## config.mk

```make
export PLATFORM = sky130hd
export DESIGN_NAME = nrz_symbol_mapper
export DESIGN_NICKNAME = d
export VERILOG_FILES = /design/src/rtl/nrz_symbol_mapper.sv
export SDC_FILE = /design/constraint.sdc
export NUM_CORES = 1
export LEC_CHECK = 0
export CORE_MARGIN = 2
export CORE_UTILIZATION = 33
export CTS_CLUSTER_DIAMETER = 40
export DETAILED_ROUTE_END_ITERATION = 8
export GPL_TIMING_DRIVEN = 1
export PLACE_DENSITY = 0.6
export SLEW_MARGIN = 15
export SYNTH_ARGS = -nofsm -noshare
export SYNTH_HDL_FRONTEND = slang
export SYNTH_SLANG_ARGS = --single-unit
export TNS_END_PERCENT = 30
```

## constraint.sdc

```tcl
create_clock -name clock -period 2.34 [get_ports clock]
set_input_delay 0.585 -clock clock [delete_from_list [all_inputs] [get_ports clock]]
set_output_delay 0.585 -clock clock [all_outputs]
set_load 0.005 [all_outputs]
```

## src/rtl/nrz_symbol_mapper.sv

```systemverilog
// Bit-to-NRZ symbol mapper: buffers a serial bit stream and emits each bit as a
// signed +/-AMPL level held for OSR enabled samples, feeding the gaussian FIR.
module nrz_symbol_mapper #(
    parameter int unsigned WIDTH      = 32,
    parameter int unsigned OSR        = 8,
    parameter logic [31:0] AMPL       = 32'h00000100,
    parameter int unsigned FIFO_DEPTH = 4
) (
    input  logic                         clock,
    input  logic                         nreset,
    input  logic                         bit_in,
    input  logic                         bit_valid,
    output logic                         bit_ready,
    input  logic                         enable,
    output logic [WIDTH-1:0]             xn,
    output logic                         xn_valid,
    output logic                         underrun,
    output logic [$clog2(FIFO_DEPTH):0] fifo_level
);

    localparam int unsigned AW = $clog2(FIFO_DEPTH);
    localparam int unsigned LW = AW + 1;
    localparam int unsigned PW = (OSR > 1) ? $clog2(OSR) : 1;

    localparam logic [WIDTH-1:0] LVL_POS  = WIDTH'(AMPL);
    localparam logic [WIDTH-1:0] LVL_NEG  = ~LVL_POS + WIDTH'(1);
    localparam logic [PW-1:0]    PH_FIRST = (OSR > 1) ? PW'(1) : '0;
    localparam logic [PW-1:0]    PH_LAST  = PW'(OSR - 1);

    typedef enum logic {
        S_IDLE,
        S_ACTIVE
    } state_t;

    state_t                state;
    logic [PW-1:0]         phase;
    logic [FIFO_DEPTH-1:0] mem;
    logic [AW-1:0]         wr_ptr;
    logic [AW-1:0]         rd_ptr;
    logic                  push;
    logic                  pop;
    logic                  head;
    logic [WIDTH-1:0]      head_level;

    // Ready ignores a same-cycle pop, so a full FIFO stalls the writer for one edge.
    assign bit_ready  = (fifo_level < LW'(FIFO_DEPTH));
    assign push       = bit_valid && bit_ready;
    assign pop        = enable && (phase == '0) && (fifo_level != '0);
    assign head       = mem[rd_ptr];
    assign head_level = head ? LVL_POS : LVL_NEG;

    // Bit storage needs no reset: the pointers alone define what is valid.
    always_ff @(posedge clock) begin
        if (push) begin
            mem[wr_ptr] <= bit_in;
        end
    end

    always_ff @(posedge clock or negedge nreset) begin
        if (!nreset) begin
            wr_ptr     <= '0;
            rd_ptr     <= '0;
            fifo_level <= '0;
        end else begin
            if (push) begin
                wr_ptr <= wr_ptr + AW'(1);
            end
            if (pop) begin
                rd_ptr <= rd_ptr + AW'(1);
            end
            case ({push, pop})
                2'b10:   fifo_level <= fifo_level + LW'(1);
                2'b01:   fifo_level <= fifo_level - LW'(1);
                default: fifo_level <= fifo_level;
            endcase
        end
    end

    // Symbol sequencer: phase 0 is the symbol boundary where the next bit is taken.
    always_ff @(posedge clock or negedge nreset) begin
        if (!nreset) begin
            state    <= S_IDLE;
            phase    <= '0;
            xn       <= '0;
            xn_valid <= 1'b0;
            underrun <= 1'b0;
        end else begin
            xn_valid <= enable;
            underrun <= 1'b0;
            if (enable) begin
                case (state)
                    S_IDLE: begin
                        if (pop) begin
                            xn    <= head_level;
                            phase <= PH_FIRST;
                            state <= S_ACTIVE;
                        end else begin
                            xn <= '0;
                        end
                    end
                    S_ACTIVE: begin
                        if (phase != '0) begin
                            phase <= (phase == PH_LAST) ? '0 : phase + PW'(1);
                        end else if (pop) begin
                            xn    <= head_level;
                            phase <= PH_FIRST;
                        end else begin
                            xn       <= '0;
                            underrun <= 1'b1;
                            state    <= S_IDLE;
                        end
                    end
                    default: begin
                        state <= S_IDLE;
                        phase <= '0;
                    end
                endcase
            end
        end
    end

endmodule

```

==> key figures <==
Status
  • Status: finished clean

Detailed routing
  • Iteration-0 DRC Markers: 19
  • Final WL: 1600 um
  • Drt first pass iters: 3
  • Uppermost layer routed: met4
  • WL met2: 688 um
  • M1 WL: 759 um
  • Remaining antenna violation count: 0
  • Post-detailed-route DRC marker count: 0
  • Vias per cell: 4.02
  • Met3 wire len: about 140 um
  • Detailed-route via count: approximately 690
  • Avg WL per Cell: 9.36 um

Clock tree
  • Root Driver: clkbuf_4
  • Sink Count: 19
  • Clock latency at the later pin of the worst-skew pair: 0.29 ns
  • Total CTS buffers: 3
  • H-Tree Depth: 1
  • CTS max path bufs: 2
  • Worst-path clk slew: around 0.11 ns
  • CTS tree: yes
  • Hold buffers post-CTS: 0

Pwr
  • Peak supply drop: between 0.0004 and 0.0005 V
  • Pwr dens: 620 nW/um^2
  • Leakage Power: 0.000649 uW

Synthesis
  • Synthesized flop and latch total: 19
  • Post-Syn Instances: between 100 and 150
  • Sequential area share after synthesis: 41.7%
  • Synth Flop Type: dfrtp_1
  • Mapped cell area: 1190 um^2
  • Post-synth cell types: 30
  • Post-synth EDFFs: 4
  • Ys async rst share: 78.9%
  • Average cell area after synthesis: 11.1 um^2
  • Yosys warning total: 0

Floorplan
  • Die Footprint: 4100 um^2
  • Die X: 64.0 um
  • Die height: approximately 64 um
  • Core area: 3390 um^2
  • Initial Utilization: 35.1%
  • Row count: 21
  • # IOs: 43

Cells and area
  • Share of cells above drive strength 1: between 15 and 20%
  • Area growth syn-to-layout: 21.3%
  • Layout Nets: 140
  • Non-Filler Instances: 171
  • Diodes inserted: 0

Placement
  • GPL Wtd Cong: 0.667
  • Port bufs: 34
  • Setup WS pre-CTS: -0.0668 ns
  • Placed instance count: 166
  • Post-DP HPWL: 1260 um

Critical path
  • Setup crit end: fifo_level[2]$_DFFE_PN0P_
  • CP Capture Type: register
  • Reg2reg end: fifo_level[2]$_DFFE_PN0P_
  • Setup slack, reg-to-reg: 0.21 ns
  • Worst EP required: about 2.6 ns
  • Reg2reg path depth: 10
  • CP Depth: 10
  • Worst Setup SP: phase[1]$_DFFE_PN0P_
  • Type of origin of the critical path: register
  • FF-to-FF Start: phase[1]$_DFFE_PN0P_
  • CP max stage cell: dfrtp_1
  • Largest stage delay, worst path: around 0.43 ns
  • Worst Path Buf+Inv: 2
  • CP top delay family: adder cells
  • CP cell instances: inv_1, ha_1, and2b_2, and3_4, ha_1, inv_1, fa_1, xor2_1, nor2_1, xnor2_1
  • Worst EP arrival: ~2.4 ns
  • Critical path type: register to register
  • Crit Path Max Fanout: 3

Timing
  • Setup violators final: 0
  • Worst slew pin tran: around 0.67 ns
  • Endpoints failing hold: 0
  • Fmax: 470 MHz
  • Unrepaired setup endpoints after global routing: false
  • Layout Skew: 0.00817 ns
  • Fin Hold WS: 0.482 ns
  • Final Cycle Share: roughly nine tenths
  • Final-report max-slew violation count: 0
  • Setup TNS Final: 0 ns
  • Tmin final: roughly 2.1 ns
  • Max_slew headroom: 55.3%
  • Final Worst Setup Slack: 0.214 ns

Global route
  • Global-route wire length before repair: 2850 um
  • All-Layer GR Usage: 9.01%
  • Vias in the first global route: 647
  • Global route total overflow: 0
  • Largest net degree at the start of global routing: 25
  • Initial antenna violation count: 0

Worst hold path
  • Hold Path Class: register to register

Run
  • Max-cap viol count: 0
-- stage by stage --
step                      util [%]  power (uW)  area [um^2]
after CTS                     42.3         917         1430
after floorplan                  -         619         1210
after global routing          42.5         975         1440
final                         42.5         893         1440
after detailed placement      41.4         741         1400
after global placement        41.4         732         1400
-- timing repair --
item                       in CTS  in global routing
setup buffers                   0                  1
gates resized for setup         0                  1
setup endpoints to repair       0                 24
-- placed cells by master, fill, tap and decap left out --
cell type and instances:
ha_1 8, a21o_2 2, a22o_1 1, dfrtp_2 1
nor2b_1 1, nor4b_1 1, nor2_1 3, xor2_1 3
xnor2_1 3, o21ai_0 3, or3_4 1, dfrtp_1 14
o22a_1 1, nand3_1 1, clkbuf_4 3, clkdlybuf4s50_1 34
clkinvlp_4 1, and4_2 1, o311ai_4 1, o32a_2 1
and2_1 4, inv_1 11, fa_1 1, nand2b_1 1
mux2i_1 1, and3_4 1, conb_1 8, edfxtp_1 4
nand2_1 3, buf_4 5, mux4_2 1, and2b_2 1
-- registers in the layout (all words and copies together), names as in the netlist --
signal / cells
mem: 4
fifo_level: 3
phase: 3
rd_ptr: 2
wr_ptr: 2
xn: 2
state: 1
underrun: 1
xn_valid: 1
-- synthesized netlist by cell type, types with 2 or more instances --
| master | number | area share [%] |
|---|---|---|
| buf_4 | 30 | 19 |
| edfxtp_1 | 4 | 10 |
| ha_1 | 8 | 8.4 |
| nor2_1 | 3 | 0.95 |
| a21o_2 | 2 | 1.5 |
| inv_1 | 11 | 3.5 |
| nand2_1 | 3 | 0.95 |
| xnor2_1 | 3 | 2.2 |
| dfrtp_1 | 15 | 32 |
| xor2_1 | 3 | 2.2 |
| and2_1 | 4 | 2.1 |
| o21ai_0 | 3 | 1.3 |
-- worst min path at each step --
| stage | startpoint | end | slack (ns) | cells past startpoint |
|---|---|---|---|---|
| floorplan | nreset | fifo_level[0]$_DFFE_PN0P_ | 0.29 | 0 |
| global placement | xn[8]$_DFFE_PN0P_ | xn[8]$_DFFE_PN0P_ | 0.47 | 1 |
| detailed placement | rd_ptr[1]$_DFFE_PN0P_ | rd_ptr[1]$_DFFE_PN0P_ | 0.47 | 1 |
| CTS | rd_ptr[1]$_DFFE_PN0P_ | rd_ptr[1]$_DFFE_PN0P_ | 0.49 | 1 |
| global route | rd_ptr[1]$_DFFE_PN0P_ | rd_ptr[1]$_DFFE_PN0P_ | 0.52 | 1 |
| finish | rd_ptr[1]$_DFFE_PN0P_ | rd_ptr[1]$_DFFE_PN0P_ | 0.48 | 1 |
-- report_power, final --
part | internal [uW] | total (uW) | leakage, uW | switching, uW
Sequential | 395 | 438 | 0.000221 | 42.8
Clock | 65.0 | 164 | 0.0000139 | 99.2
Combinational | 162 | 291 | 0.000414 | 130
-- cell families (layout without fill, tap and decap cells) --
| group | after synthesis | in the layout | share of synthesized area [%] |
|---|---|---|---|
| buffers and inverters | 43 | 54 | 23.7 |
| other | 1 | 8 | 0.315 |
| adder cells (fa/ha/maj) | 9 | 9 | 10.1 |
| flip-flops | 19 | 19 | 41.7 |
| multiplexers | 2 | 2 | 2.74 |
| AND/OR/NAND/NOR | 18 | 18 | 9.68 |
| XOR/XNOR | 6 | 6 | 4.42 |
| AO/OA/AOI/OAI | 9 | 9 | 7.37 |
-- layout make-up --
type | instances | area, um^2
Multi-Input combinational cell | 52 | 438
Tap cell | 46 | 57.6
Inverter | 11 | 41.3
Fill cell | 309 | 1950
Timing Repair Buffer | 39 | 378
Clock inverter | 1 | 7.51
Clock buffer | 3 | 22.5
Sequential cell | 19 | 497
-- layer usage --
layer,vias to the layer above,track usage [%]
met3,2,3.35
met4,0,3.26
met2,38,14.1
met5,-,0
li1,341,-
met1,307,11.4
-- worst reg2reg max path, delay by kind of cell, from the launching register on --
kind	cells	cell delay, ns
DFF	1	0.43
buffers and inverters	2	0.17
adders and majority gates	3	0.73
xor gates and xnor gates	2	0.28
and+or+nand+nor	3	0.46
No activity file was read; power rests on OpenSTA's default activity.
